[config.mk]
export PLATFORM = sky130hd
export DESIGN_NAME = reference_reader
export DESIGN_NICKNAME = d
export VERILOG_FILES = /design/src/rtl/reference_reader.sv
export SDC_FILE = /design/constraint.sdc
export NUM_CORES = 1
export LEC_CHECK = 0
export CORE_UTILIZATION = 35
export DETAILED_ROUTE_END_ITERATION = 16
export PLACE_DENSITY = 0.59
export SKIP_LAST_GASP = 1
export SYNTH_ARGS = -nofsm -noshare
export SYNTH_HDL_FRONTEND = slang
export SYNTH_SLANG_ARGS = --single-unit
[constraint.sdc]
create_clock -name clk -period 8.8 [get_ports clk]
set_input_delay 1.32 -clock clk [delete_from_list [all_inputs] [get_ports clk]]
set_output_delay 1.32 -clock clk [all_outputs]
set_load 0.005 [all_outputs]
[src/rtl/reference_reader.sv]
// reference_reader: issues wrapping index runs to the reference buffer and streams returned I/Q samples out
// Ports:
//   clk, rst                        clock, asynchronous active-high reset
//   start, offset, length           run request (sampled in IDLE only)
//   s_axis_index_tvalid/tdata/tready index request stream toward the buffer
//   m_axis_data_tvalid/i/q          returned samples (cannot be stalled)
//   out_tvalid/i/q/tlast/tready     backpressured sample stream toward the correlator
//   busy, done, err                 run status
module reference_reader #(
   parameter int buffer_length = 10,
   parameter int index_bits    = 4,
   parameter int i_bits        = 12,
   parameter int q_bits        = 12,
   parameter int fifo_depth    = 4
) (
   input  logic                  clk,
   input  logic                  rst,
   input  logic                  start,
   input  logic [index_bits-1:0] offset,
   input  logic [index_bits:0]   length,
   output logic                  s_axis_index_tvalid,
   output logic [index_bits-1:0] s_axis_index_tdata,
   input  logic                  s_axis_index_tready,
   input  logic                  m_axis_data_tvalid,
   input  logic [i_bits-1:0]     m_axis_data_i,
   input  logic [q_bits-1:0]     m_axis_data_q,
   output logic                  out_tvalid,
   output logic [i_bits-1:0]     out_i,
   output logic [q_bits-1:0]     out_q,
   output logic                  out_tlast,
   input  logic                  out_tready,
   output logic                  busy,
   output logic                  done,
   output logic                  err
);
   localparam int PW = $clog2(fifo_depth);
   localparam int CW = PW + 1;
   localparam int LW = index_bits + 1;
   localparam logic [CW:0]           DEPTH    = (CW+1)'(fifo_depth);
   localparam logic [LW-1:0]         BLEN     = LW'(buffer_length);
   localparam logic [index_bits-1:0] LAST_IDX = index_bits'(buffer_length - 1);
   typedef enum logic [1:0] {IDLE, ISSUE, DRAIN} state_t;
   state_t                state;
   logic [index_bits-1:0] index;
   logic [LW-1:0]         issued, len_r, ret_cnt;
   logic [CW-1:0]         outstanding, count;
   logic [PW-1:0]         wptr, rptr;
   logic [i_bits-1:0]     mem_i [fifo_depth];
   logic [q_bits-1:0]     mem_q [fifo_depth];
   logic [fifo_depth-1:0] mem_l;
   logic [CW:0]           credit_sum;
   logic                  hs, push, pop, bad;
   // requests in flight plus samples held never exceed the FIFO depth, so a return always has a slot
   assign credit_sum          = {1'b0, outstanding} + {1'b0, count};
   assign s_axis_index_tvalid = state == ISSUE && credit_sum < DEPTH;
   assign s_axis_index_tdata  = index;
   assign hs                  = s_axis_index_tvalid & s_axis_index_tready;
   assign push                = m_axis_data_tvalid && state != IDLE;
   assign out_tvalid          = count != '0;
   assign pop                 = out_tvalid & out_tready;
   assign out_i               = mem_i[rptr];
   assign out_q               = mem_q[rptr];
   assign out_tlast           = out_tvalid & mem_l[rptr];
   assign bad                 = {1'b0, offset} >= BLEN || length > BLEN;
   always_ff @(posedge clk or posedge rst) begin
      if (rst) begin
         state       <= IDLE;
         index       <= '0;
         issued      <= '0;
         len_r       <= '0;
         ret_cnt     <= '0;
         outstanding <= '0;
         busy        <= 1'b0;
         done        <= 1'b0;
         err         <= 1'b0;
      end else begin
         done        <= 1'b0;
         err         <= 1'b0;
         outstanding <= outstanding + CW'(hs) - CW'(push);
         if (push) ret_cnt <= ret_cnt + LW'(1);
         case (state)
            IDLE: if (start) begin
               if (bad) begin
                  done <= 1'b1;
                  err  <= 1'b1;
               end else if (length == '0) begin
                  done <= 1'b1;
               end else begin
                  index   <= offset;
                  len_r   <= length;
                  issued  <= '0;
                  ret_cnt <= '0;
                  busy    <= 1'b1;
                  state   <= ISSUE;
               end
            end
            ISSUE: if (hs) begin
               index  <= index == LAST_IDX ? '0 : index + index_bits'(1);
               issued <= issued + LW'(1);
               if (issued + LW'(1) == len_r) state <= DRAIN;
            end
            DRAIN: if (outstanding == '0 && count == '0) begin
               busy  <= 1'b0;
               done  <= 1'b1;
               state <= IDLE;
            end
            default: state <= IDLE;
         endcase
      end
   end
   always_ff @(posedge clk or posedge rst) begin
      if (rst) begin
         wptr  <= '0;
         rptr  <= '0;
         count <= '0;
         mem_l <= '0;
         for (int k = 0; k < fifo_depth; k++) begin
            mem_i[k] <= '0;
            mem_q[k] <= '0;
         end
      end else begin
         if (push) begin
            mem_i[wptr] <= m_axis_data_i;
            mem_q[wptr] <= m_axis_data_q;
            // tag the entry carrying sample number length of the run
            mem_l[wptr] <= (ret_cnt + LW'(1)) == len_r;
            wptr        <= wptr + PW'(1);
         end
         if (pop) rptr <= rptr + PW'(1);
         count <= count + CW'(push) - CW'(pop);
      end
   end
endmodule

==> impl_metrics.ini, run 1 <==
[run_status]
status = finished, final reports clean

[synthesis]
synth_top_family_by_area = multiplexers
synth_cell_types = 53
synth_edf_count = 0
synthAdderAreaFrac_pct = 3.037
ys_ff_latch = 134
muxShareOfSynthArea_pct = 27.53
synth-async-reset-ratio_pct = 100.0
synthesis.nets = 488
postSynthCellCount = 435
synthSimpleGateAreaFrac_pct = 5.215
synth_xor_area_share_pct = 3.497
yosysWarnings = 0
synth_ff_type = dfrtp_1
synth-compound-area-share_pct = 4.735
synth-seq-area-share_pct = 53.55
avgSynthCellArea_sq_um = 14.40
syn-cell-area_sq_um = 6262

[clock_network]
ctsHoldBuffers = 0
clock-sinks = 134
insertion_delay_ns = 0.41
clk_pin_slew_ns = 0.05
tritoncts = done
cts_buffers = 17
postCtsSetupBuffers = 0
root_buffer = clkbuf_16
htree_levels = 4
cts_resized = 0
clk_path_buf_depth = 2

[sta]
setup_viol = 0
drv_slew = 0
fin_setup_tns_ns = 0
final_hold_viol_count = 0
rsz0062_at_grt = false
tightest_slew_ns = 1.084
fmax_mhz = 254.9
finalCritPeriodShare_pct = 44.58
period_needed_ns = 3.923
relSlewSlack_pct = 27.72
fin_worst_skew_ns = 0.006238

[finish]
stdcell_count = 744
most-common-layout-cells = 133 x dfrtp_1, 96 x mux2_2, 72 x clkdlybuf4s50_1, 25 x mux4_2, 20 x xnor2_1
final_nets = 563
layout-drive-gt1-share_pct = 32.56
antennaDiodeCount = 0
fill_cells = 1568
final_common_cell = dfrtp_1
multi_input_area_sq_um = 2756
final_area_sq_um = 7757
area_delta_synth_final_pct = 23.88
seqCellArea_sq_um = 3354

[global_route]
met1_usage_pct = 19.79
grt.met2_usage_pct = 25.88
grt.total_usage_pct = 15.89
busiest_layer = met2
grt-ovfl-total = 0
antenna_found_initial = 0
first_global_vias = 4155
grt_max_degree = 88
use_met3_pct = 5.200
grt_pass1_wl_microns = 21920

[pwr]
p_leak_nw = 3.234
ir_drop_mv = 0.1958
pwr_density_cell_nw_per_um2 = 391.0

[detailed_routing]
vias = 3797
antenna_left = 0
first_pass_iters = 4
drt_iter0_drc = 188
wirelength_microns = 13180
drc_errors = 0
wl_per_cell_microns = 17.72
vias_per_cell = 5.103

[placed_design]
dpl_cell_area_sq_um = 7186
place_congestion = 0.8027
dp_hpwl_microns = 8434
placed_cells = 716
io_buffers = 72

[setup_path]
cp_top_family = flip-flops
crit_arrival_ns = 2.60
cp_cell_sequence = mux4_2, and2_1, clkdlybuf4s50_1
path_buf_inv = 1
critical_path.max_stage_delay_ns = 1.00
cp-start-kind = register
crit_fanout = 27
crit_type = register to output pin
crit_slowest_cell = dfrtp_2
crit_path_end_kind = output pin
cp.required_ns = 7.48

[floorplan]
fp.dieH_microns = 135.8
dieArea_sq_um = 18430
die_w_microns = 135.8
initial_core_util_pct = 36.08
ios = 73
row_count = 48
core_area_sq_um = 17360

[job]
maxCapViolations = 0

[worst_hold_path]
min-delay-path-class = register to register
## sequential cells by signal, indices dropped and copies added (netlist names)
register            flops
s_axis_index_tdata      4
issued                  5
rptr                    2
len_r                   5
mem_l                   4
done                    1
outstanding             3
wptr                    2
busy                    1
mem_q                  48
ret_cnt                 5
err                     1
state                   2
mem_i                  48
count                   3
## where the power goes
| group | switching [W] | internal [W] | leakage (nW) |
|---|---|---|---|
| Sequential | 0.000224 | 0.000914 | 1.61 |
| Combinational | 0.000427 | 0.000777 | 1.34 |
| Clock | 0.000244 | 0.000447 | 0.284 |
## cells by family (layout without fill, tap and decap cells)
| kind of cell | count (synthesis) | after routing |
|---|---|---|
| multiplexers | 127 | 127 |
| flip-flops | 134 | 134 |
| adder cells (fa/ha/maj) | 14 | 14 |
| AO/OA/AOI/OAI | 39 | 39 |
| XOR/XNOR | 25 | 25 |
| AND/OR/NAND/NOR | 64 | 64 |
| buffers and inverters | 32 | 116 |
## Yosys cell counts, types with 4 or more instances
cell type	instances	area (sq um)
a21oi_1	6	30.03
and2_1	5	31.28
buf_2	11	55.05
clkbuf_1	4	15.01
dfrtp_1	134	3353
ha_1	12	150.1
inv_1	12	45.04
mux2_2	96	1081
mux2_4	4	60.06
mux4_2	25	563.0
nand2_1	15	56.30
nand2_2	4	25.02
nand3_1	6	30.03
nor2_1	13	48.80
nor3_1	4	20.02
o21ai_0	9	45.04
xnor2_1	20	175.2
xor2_1	5	43.79
## stage by stage
step	total power, W	hold WS (ns)	utilization (%)	worst slack (ns)
6_report	0.003033	0.4821	44.69	4.877
2_1_floorplan	0.001895	0.4446	-	3.897
4_1_cts	0.003078	0.4842	44.69	4.791
3_5_place_dp	0.002370	0.4721	41.40	5.229
5_1_grt	0.003245	0.5109	44.69	4.700
3_3_place_gp	0.002324	0.4630	41.40	5.227
## final timing paths
path                           startpoint             end  slack (ns)  cells past startpoint
min in group asynchronous             rst            busy        1.30                      2
hold / removal                   mem_l[1]        mem_l[1]        0.48                      2
setup / recovery                  rptr[0]       out_tlast        4.88                      3
setup reg to reg           outstanding[1]  outstanding[2]        5.85                     11
hold reg to reg                  mem_l[1]        mem_l[1]        0.48                      2
max in group asynchronous             rst         rptr[0]        5.97                      3
## metal layers
layer,vias up,share of wire (%)
met1,1972,46
met4,0,0.93
li1,1730,-
met3,12,5.1
met2,83,48
met5,-,0
## worst min-delay path, cell delays in order, from the launching register on
cell and delay [ns]:
dfrtp_1 0.34, nand2_1 0.05, o21ai_0 0.06
## area by class of cell
class                           instances  area share [%]
Clock inverter                          4          0.9032
Inverter                               14          0.7419
Clock buffer                           24           6.468
Tap cell                              225           3.629
Sequential cell                       134           43.24
Multi-Input combinational cell        269           35.53
Timing Repair Buffer                   74           9.484
Power figures use the tool's default switching activity.
==> run 2: changes to the inputs <==
Clock period 8.8 ns to 3.8 ns, I/O delays scaled along.
==> run 2 against run 1 <==
Compared with the run above: global-route usage decreased by 0.11 points; count of clock-buffer cells in the layout decreased by 2; register-to-register slack got worse by 5.0 ns; wire length decreased by 2.1%; combinational power increased by 130%; critical path depth unchanged; sequential cell count unchanged; non-clock buffer count increased by 1.
==> impl_metrics.ini, run 2 (synthesized netlist as in run 1, its figures left out) <==
[detailed_routing]
wl_per_cell_microns = 17.23
vias = 3808
first_pass_iters = 4
drc_errors = 0
vias_per_cell = 5.084
wirelength_microns = 12910
antenna_left = 0
drt_iter0_drc = 150

[clock_network]
htree_levels = 4
clock-sinks = 134
root_buffer = clkbuf_16
cts_buffers = 17
postCtsSetupBuffers = 0
tritoncts = done
cts_resized = 0
ctsHoldBuffers = 0
clk_path_buf_depth = 2
clk_pin_slew_ns = 0.06
insertion_delay_ns = 0.41

[sta]
fmax_mhz = 322.1
hold_ws_ns = 0.4814
tightest_slew_ns = 0.7829
fin_setup_tns_ns = 0
final_hold_viol_count = 0
period_needed_ns = 3.104
drv_slew = 0
fin_worst_skew_ns = 0.007681
setup_viol = 0
rsz0062_at_grt = false
relSlewSlack_pct = 47.62
finalCritPeriodShare_pct = 81.69

[finish]
final_nets = 564
most-common-layout-cells = 133 x dfrtp_1, 96 x mux2_2, 72 x clkdlybuf4s50_1, 25 x mux4_2, 20 x xnor2_1
stdcell_count = 749
area_delta_synth_final_pct = 24.68
antennaDiodeCount = 0
layout-drive-gt1-share_pct = 33.40
final_core_util_pct = 44.98
reg_top3 = mem_i x48, mem_q x48
final_common_cell = dfrtp_1

[setup_path]
cp.required_ns = 3.23
crit_arrival_ns = 2.53
crit_type = register to output pin
r2r-start = outstanding[1]
crit_slowest_cell = dfrtp_2
reg2reg_depth = 11
reg2reg_setup_slack_ns = 0.87
cp_cell_sequence = buf_4, mux4_2, clkdlybuf4s50_1
cp_top_family = buffers and inverters
critical_path.max_stage_delay_ns = 0.71
path_buf_inv = 2
crit_path_end_kind = output pin
crit_fanout = 16
reg2reg_to = outstanding[2]
cp-start-kind = register

[global_route]
grt-ovfl-total = 0
antenna_found_initial = 0
grt.total_usage_pct = 15.78
grt_pass1_wl_microns = 21740
first_global_vias = 4266
grt_max_degree = 135

[worst_hold_path]
hold_path_depth = 2
holdPathEnd = mem_l[1]
min-delay-path-class = register to register
min_from = mem_l[1]

[job]
maxCapViolations = 0

[floorplan]
row_count = 48
core_area_sq_um = 17360
dieArea_sq_um = 18430
initial_core_util_pct = 36.08
fp.dieH_microns = 135.8
die_w_microns = 135.8
ios = 73

[pwr]
ir_drop_mv = 0.4066
pwr_density_cell_nw_per_um2 = 905.9
p_leak_nw = 3.245

[placed_design]
dp_hpwl_microns = 8312
placed_cells = 717
place_congestion = 0.8202
io_buffers = 72

[run_status]
status = finished, final reports clean
## run 2: layout make-up
type / count / area [sq um]
flip-flops and latches: 134 / 3354
fillers: 1554 / 9549
inverters: 14 / 56.30
well taps: 225 / 281.5
multi-input cells: 269 / 2756
clock buffers: 22 / 484.2
repair buffers: 75 / 755.7
clock inverters: 10 / 118.9
## run 2: metal layers
metal | global-route usage (%) | vias to the layer above | part of all wire [%]
li1 | - | 1742 | -
met1 | 19.62 | 1972 | 46
met2 | 25.74 | 83 | 48
met3 | 5.312 | 11 | 4.9
met4 | 4.994 | 0 | 1.1
met5 | 0 | - | 0
## run 2: worst max path at each step
stage / start / end / slack, ns / cells after the start
floorplan: outstanding[1] / outstanding[2] / 1.25 / 12
global placement: outstanding[1] / outstanding[2] / 1.0 / 11
detailed placement: outstanding[1] / outstanding[2] / 0.87 / 11
CTS: rptr[0] / out_i[7] / 0.60 / 3
global route: rptr[0] / out_q[8] / 0.50 / 3
finish: rptr[0] / out_i[7] / 0.70 / 3
## run 2: worst min-delay path, cell delays in order, from the launching register on
cell	delay, ns
dfrtp_1	0.34
nand2_1	0.05
o21ai_0	0.06
## run 2: report_power, final
part	switching [W]	internal, W
logic	0.00101	0.00181
registers	0.000494	0.00212
clock network	0.000609	0.00104
## run 2: per-stage QoR
step | worst slack, ns | area (sq um) | power (W)
2_1_floorplan | 1.248 | 6266 | 0.004388
3_3_place_gp | 0.9965 | 7204 | 0.005398
3_5_place_dp | 0.8663 | 7204 | 0.005497
4_1_cts | 0.5959 | 7807 | 0.007187
5_1_grt | 0.5006 | 7807 | 0.007589
6_report | 0.6957 | 7807 | 0.007073
